File: src/rtl/gate_pkg.sv
`default_nettype none
// ============================================================================
// Module  : gate_pkg
// Brief   : Shared encodings and truth-table constants for the gate exerciser.
// Revision: 1.0 - initial release
// ============================================================================
package gate_pkg;

  localparam int NUM_VECTORS = 4;

  // Expected y per vector index {a,b}; bit i is the result for index i.
  localparam logic [3:0] TT_NAND = 4'b0111;
  localparam logic [3:0] TT_AND  = 4'b1000;
  localparam logic [3:0] TT_OR   = 4'b1110;
  localparam logic [3:0] TT_XOR  = 4'b0110;
  localparam logic [3:0] TT_NOR  = 4'b0001;

  localparam logic [2:0] ST_IDLE   = 3'd0;
  localparam logic [2:0] ST_DRIVE  = 3'd1;
  localparam logic [2:0] ST_SETTLE = 3'd2;
  localparam logic [2:0] ST_SAMPLE = 3'd3;
  localparam logic [2:0] ST_DONE   = 3'd4;

  typedef enum logic [2:0] {
    S_IDLE   = ST_IDLE,
    S_DRIVE  = ST_DRIVE,
    S_SETTLE = ST_SETTLE,
    S_SAMPLE = ST_SAMPLE,
    S_DONE   = ST_DONE
  } state_t;

  function automatic logic tt_bit(input logic [3:0] tt, input logic [1:0] idx);
    return tt[idx];
  endfunction

endpackage
`default_nettype wire

File: src/rtl/gate_exerciser_if.sv
`default_nettype none
// ============================================================================
// Module  : gate_exerciser_if
// Brief   : Control/result and gate-pin bundle between exerciser and its user.
// Revision: 1.0 - initial release
// ============================================================================
interface gate_exerciser_if #(
  parameter int ERR_W = 4
) ();
  logic             start;
  logic [3:0]       truth_table;
  logic             gate_y;
  logic             gate_a;
  logic             gate_b;
  logic             busy;
  logic             done;
  logic             pass;
  logic [ERR_W-1:0] err_count;
  logic [3:0]       fail_vec;

  modport master (
    input  start, truth_table, gate_y,
    output gate_a, gate_b, busy, done, pass, err_count, fail_vec
  );

  modport slave (
    output start, truth_table, gate_y,
    input  gate_a, gate_b, busy, done, pass, err_count, fail_vec
  );
endinterface
`default_nettype wire

File: src/rtl/settle_timer.sv
`default_nettype none
// ============================================================================
// Module  : settle_timer
// Brief   : Loadable down-counter that times the settle window; flags zero.
// Revision: 1.0 - initial release
// ============================================================================
module settle_timer #(
  parameter int SETTLE_CYCLES = 2
) (
  input  wire logic clk,
  input  wire logic rst_n,
  input  wire logic i_load,
  input  wire logic i_dec,
  output logic      o_zero
);

  localparam int c_W = (SETTLE_CYCLES > 1) ? $clog2(SETTLE_CYCLES) : 1;
  // Loads N-1 so the zero flag marks the last settle cycle.
  localparam logic [c_W-1:0] c_LOAD = c_W'((SETTLE_CYCLES > 0) ? (SETTLE_CYCLES - 1) : 0);

  logic [c_W-1:0] r_count;

  always_ff @(posedge clk or negedge rst_n) begin
    if (!rst_n) begin
      r_count <= '0;
    end else if (i_load) begin
      r_count <= c_LOAD;
    end else if (i_dec && (r_count != '0)) begin
      r_count <= r_count - c_W'(1);
    end
  end

  assign o_zero = (r_count == '0);

endmodule
`default_nettype wire

File: src/rtl/gate_exerciser.sv
`default_nettype none
// ============================================================================
// Module  : gate_exerciser
// Brief   : Sweeps all {a,b} vectors through a 2-input gate and checks y.
// Revision: 1.0 - initial release
// ============================================================================
module gate_exerciser
  import gate_pkg::*;
#(
  parameter int SETTLE_CYCLES = 2,
  parameter int LOOPS         = 1,
  parameter int ERR_W         = 4
) (
  input  wire logic        clk,
  input  wire logic        rst_n,
  gate_exerciser_if.master bus
);

  localparam int              c_LW        = (LOOPS > 1) ? $clog2(LOOPS) : 1;
  localparam logic [c_LW-1:0] c_LAST_LOOP = c_LW'(LOOPS - 1);

  state_t           r_state;
  state_t           w_next;
  logic [1:0]       r_index;
  logic [c_LW-1:0]  r_loop;
  logic [3:0]       r_tt;
  logic [ERR_W-1:0] r_err;
  logic [3:0]       r_fail;
  logic             r_pass;

  logic             w_accept;
  logic             w_load;
  logic             w_dec;
  logic             w_sample;
  logic             w_zero;
  logic             w_last;
  logic             w_mismatch;
  logic [ERR_W-1:0] w_err_next;
  logic             w_vec_on;

  settle_timer #(
    .SETTLE_CYCLES (SETTLE_CYCLES)
  ) u_settle_timer (
    .clk    (clk),
    .rst_n  (rst_n),
    .i_load (w_load),
    .i_dec  (w_dec),
    .o_zero (w_zero)
  );

  assign w_last     = (r_index == 2'd3) && (r_loop == c_LAST_LOOP);
  assign w_mismatch = (bus.gate_y != tt_bit(r_tt, r_index));
  // Saturating increment: the count sticks at all-ones.
  assign w_err_next = (w_mismatch && (r_err != '1)) ? (r_err + ERR_W'(1)) : r_err;

  always_ff @(posedge clk or negedge rst_n) begin
    if (!rst_n) begin
      r_state <= S_IDLE;
    end else begin
      r_state <= w_next;
    end
  end

  always_comb begin
    w_next   = r_state;
    w_accept = 1'b0;
    w_load   = 1'b0;
    w_dec    = 1'b0;
    w_sample = 1'b0;
    case (r_state)
      S_IDLE: begin
        if (bus.start) begin
          w_accept = 1'b1;
          w_next   = S_DRIVE;
        end
      end
      S_DRIVE: begin
        w_load = 1'b1;
        w_next = (SETTLE_CYCLES == 0) ? S_SAMPLE : S_SETTLE;
      end
      S_SETTLE: begin
        if (w_zero) begin
          w_next = S_SAMPLE;
        end else begin
          w_dec = 1'b1;
        end
      end
      S_SAMPLE: begin
        w_sample = 1'b1;
        w_next   = w_last ? S_DONE : S_DRIVE;
      end
      S_DONE:  w_next = S_IDLE;
      default: w_next = S_IDLE;
    endcase
  end

  always_ff @(posedge clk or negedge rst_n) begin
    if (!rst_n) begin
      r_index <= 2'd0;
      r_loop  <= '0;
      r_tt    <= 4'd0;
      r_err   <= '0;
      r_fail  <= 4'd0;
      r_pass  <= 1'b0;
    end else if (w_accept) begin
      r_index <= 2'd0;
      r_loop  <= '0;
      r_tt    <= bus.truth_table;
      r_err   <= '0;
      r_fail  <= 4'd0;
      r_pass  <= 1'b0;
    end else if (w_sample) begin
      r_err <= w_err_next;
      if (w_mismatch) begin
        r_fail[r_index] <= 1'b1;
      end
      // Pass is resolved on the way into DONE so it is valid alongside done.
      if (w_last) begin
        r_pass <= (w_err_next == '0);
      end else begin
        r_index <= r_index + 2'd1;
        if (r_index == 2'd3) begin
          r_loop <= r_loop + c_LW'(1);
        end
      end
    end
  end

  assign w_vec_on      = (r_state == S_DRIVE) || (r_state == S_SETTLE) || (r_state == S_SAMPLE);
  assign bus.gate_a    = w_vec_on & r_index[1];
  assign bus.gate_b    = w_vec_on & r_index[0];
  assign bus.busy      = (r_state != S_IDLE);
  assign bus.done      = (r_state == S_DONE);
  assign bus.pass      = r_pass;
  assign bus.err_count = r_err;
  assign bus.fail_vec  = r_fail;

endmodule
`default_nettype wire

File: src/flat_wrapper.sv
// flat-port wrapper written by rule: the top's interface ports become plain ports
module gate_exerciser_flat import gate_pkg::*;
#(
  parameter int SETTLE_CYCLES = 2,
  parameter int LOOPS         = 1,
  parameter int ERR_W         = 4
)
  (clk, rst_n, bus_start, bus_truth_table, bus_gate_y, bus_gate_a, bus_gate_b, bus_busy, bus_done, bus_pass, bus_err_count, bus_fail_vec);
  gate_exerciser_if #(.ERR_W(ERR_W)) bus_i ();
  input  wire logic clk;
  input  wire logic rst_n;
  input wire logic [$bits(bus_i.start)-1:0] bus_start;
  input wire logic [$bits(bus_i.truth_table)-1:0] bus_truth_table;
  input wire logic [$bits(bus_i.gate_y)-1:0] bus_gate_y;
  output wire logic [$bits(bus_i.gate_a)-1:0] bus_gate_a;
  output wire logic [$bits(bus_i.gate_b)-1:0] bus_gate_b;
  output wire logic [$bits(bus_i.busy)-1:0] bus_busy;
  output wire logic [$bits(bus_i.done)-1:0] bus_done;
  output wire logic [$bits(bus_i.pass)-1:0] bus_pass;
  output wire logic [$bits(bus_i.err_count)-1:0] bus_err_count;
  output wire logic [$bits(bus_i.fail_vec)-1:0] bus_fail_vec;
  assign bus_i.start = bus_start;
  assign bus_i.truth_table = bus_truth_table;
  assign bus_i.gate_y = bus_gate_y;
  assign bus_gate_a = bus_i.gate_a;
  assign bus_gate_b = bus_i.gate_b;
  assign bus_busy = bus_i.busy;
  assign bus_done = bus_i.done;
  assign bus_pass = bus_i.pass;
  assign bus_err_count = bus_i.err_count;
  assign bus_fail_vec = bus_i.fail_vec;
  gate_exerciser #(.SETTLE_CYCLES(SETTLE_CYCLES), .LOOPS(LOOPS), .ERR_W(ERR_W)) u_core (.clk(clk), .rst_n(rst_n), .bus(bus_i));
endmodule
File: config.mk
export PLATFORM = sky130hd
export DESIGN_NAME = gate_exerciser_flat
export DESIGN_NICKNAME = d
export VERILOG_FILES = /design/src/rtl/gate_pkg.sv /design/src/rtl/gate_exerciser_if.sv /design/src/rtl/settle_timer.sv /design/src/rtl/gate_exerciser.sv /design/src/flat_wrapper.sv
export SDC_FILE = /design/constraint.sdc
export NUM_CORES = 1
export LEC_CHECK = 0
export ABC_AREA = 1
export CAP_MARGIN = 15
export CORE_AREA = 2 2 55 57
export CTS_CLUSTER_SIZE = 24
export DETAILED_ROUTE_END_ITERATION = 10
export DIE_AREA = 0 0 57 59
export GPL_TIMING_DRIVEN = 0
export PLACE_DENSITY = 0.72
export SLEW_MARGIN = 15
export SYNTH_ARGS = -nofsm -noshare
export SYNTH_HDL_FRONTEND = slang
export SYNTH_SLANG_ARGS = --single-unit
File: constraint.sdc
create_clock -name clk -period 3.9 [get_ports clk]
set_input_delay 0.78 -clock clk [delete_from_list [all_inputs] [get_ports clk]]
set_output_delay 0.78 -clock clk [all_outputs]
set_load 0.01 [all_outputs]
==> impl_metrics.toml <==
[global_routing]
grt_max_degree = 21
first_global_vias = 921
grt_usage_pct = 14.8
grt.overflow.total = 0
grt_pass1_wl_mm = 3.88
antenna_found_initial = 0

[routing]
highest_layer = "met4"
wl_met1_um = 985
drtIter0Drc = 35
drc = 0
wl_met2_mm = 1.02
ant_nets = 0
firstDrtPassIters = 4
via_per_inst = 4.86
wl_mm = 2.12
wl_met3_um = 90
vias = 908
avgRoutedWirePerCell_um = 11.3

[synth]
async_flop_share_pct = 100
yosysSeqAreaShare_pct = 48.0
yosysTopAreaCellShare_pct = 48.0
yosysWarnings = 0
synth_area_per_cell_um2 = 7.84
synth_edf_count = 0
synthTopCellsByArea = "dfrtp_1, nand2_1, nand3_1"
synth_cells = 133
synth_common_cells = "nand2_1, dfrtp_1, inv_1"
yosysTopAreaCell = "dfrtp_1"
synthDistinctLibCells = 15
synth-main-ff-cell = "dfrtp_1"
syn-cell-area_um2 = 1040
synth_nets = 146
synth_seq_cells = 20
yosysMostFrequentCell = "nand2_1"

[layout]
final_nets = 171
multi_input_area_um2 = 467
antenna_cells = 0
stdcell_count = 187
n_fill_cell = 264
regArea_um2 = 500
syn2layout_area_growth_pct = 25.1
drive_gt1_share_pct = 5.77

[worst_setup_path]
cp.arrival_ns = 1.66
cpPeakStageDelay_ns = 0.57
worst-path-buf-inv = 2
cp.depth = 3
critPathSlowestCell = "clkdlybuf4s50_1"
path_max_fanout = 7
end_kind = "output pin"
critPathKind = "reg -> out"
r2r_slack_ns = 2.35
critPathRequiredTime_ns = 3.12
ff2ff_path_depth = 11
worstPathCellList = "inv_2 > nor3_1 > clkdlybuf4s50_1"
cp-start-kind = "flip-flop"
critPathTopFamily = "buffers and inverters"

[placement]
place.gp.congestion = 0.826
placedCellCount = 184
port_buffers = 20
place_hpwl_mm = 1.65
place_ws_ns = 1.78

[die]
start_util_pct = 38.5
pin_count = 21
die-area_um2 = 3360
core_area_um2 = 2710
die_y_um = 59
die_w_um = 57
std_cell_rows = 19

[clocking]
post_cts_buffers = 0
clk_pin_slew_ns = 0.10
clockBufferDepth = 2
cts_tree = "yes"
cts_made_buffers = 3
htree_levels = 1
postCtsResizedCells = 0
clkLatencyLatePin_ns = 0.30
root_buffer = "clkbuf_4"
cts-hold-fix-buffers = 0
clock-sinks = 20

[timing]
rsz0062_at_grt = "false"
hold_viol = 0
report.final.slew_viol_count = 0
finClkSkew_ns = 0.00709
max_slew.worst_pin.slew_ns = 0.884
fin_crit_sh_pct = 62.7
fin_ws_ns = 1.46
post-route-min-period_ns = 2.44
setup_viol = 0
max_freq_ghz = 0.409
finalSetupTns_ns = 0
maxSlewHeadroom_pct = 40.9

[power]
leakagePower_nw = 0.651
power.density_nw_per_um2 = 728
irDropWorstVdd_v = 0.000371

[hold_path]
hold_path_class = "reg -> reg"
hold_depth = 2

[outcome]
status = "complete, no violations"

[job]
drv_cap = 0
[through the flow]
stage          power [mW]  util (%)  area (µm²)  hold WS (ns)
2_1_floorplan       0.671         -        1040         0.443
3_3_place_gp        0.840      47.3        1280         0.460
3_5_place_dp        0.860      47.3        1280         0.468
4_1_cts             0.958      48.1        1300         0.495
5_1_grt              1.05      48.1        1300         0.517
6_report            0.949      48.1        1300         0.489
[power breakdown]
part	switching, mW	total, mW	internal (mW)
Sequential	0.0693	0.356	0.287
Combinational	0.281	0.496	0.215
Clock	0.0608	0.0968	0.0360
[tightest hold or removal path: stages, from the launching register on]
cell     delay (ns)
dfrtp_1        0.36
nand2_1        0.05
nand2_1        0.06
[layout by cell type (no fill, tap or decap)]
cell,instances
nand3_2,2
dfrtp_1,20
nand2_2,3
clkdlybuf4s50_1,20
a31oi_1,1
o21ai_0,3
inv_2,1
a21oi_1,6
ha_1,5
clkbuf_4,3
xor2_1,1
inv_1,19
nor3_1,3
nand3_1,17
o22ai_1,4
nor2_1,7
nand2_1,41
[registers in the layout, summed over array words and instances, names as in the netlist]
signal and cells:
u_core.bus.err_count 4, u_core.bus.fail_vec 4, u_core.bus.pass 1, u_core.r_index 2
u_core.r_loop 1, u_core.r_state 3, u_core.r_tt 4, u_core.u_settle_timer.r_count 1
[cells by family after synthesis]
kind of cell	synth area share (%)
AOI/OAI and AO/OA	7.32
xor gates and xnor gates	0.840
adders and majority gates	6.00
buffers and inverters	7.20
DFF	48.0
and+or+nand+nor	30.6
[path summary, 6_finish.rpt]
kind,from,to
max in group asynchronous,rst_n,u_core.r_tt[2]
worst max register to register,u_core.r_index[0],u_core.bus.pass
worst max-delay path,u_core.r_index[0],bus_gate_b
min in group asynchronous,rst_n,u_core.bus.err_count[2]
worst min register to register,u_core.r_tt[0],u_core.r_tt[0]
worst min-delay path,u_core.r_tt[0],u_core.r_tt[0]
[area by class of cell]
type | count | share of cell area [%]
sequential | 20 | 38.4
multi-input combinational | 93 | 35.8
timing repair buffer | 20 | 15.4
inverter | 20 | 5.76
tap | 31 | 2.98
clock buffer | 3 | 1.73
[layer usage]
| metal | up-vias | global-route usage (%) |
|---|---|---|
| li1 | 472 | - |
| met1 | 413 | 19.6 |
| met2 | 19 | 24.1 |
| met3 | 4 | 1.97 |
| met4 | 0 | 7.31 |
| met5 | - | 0 |
Power figures use the tool's default switching activity.
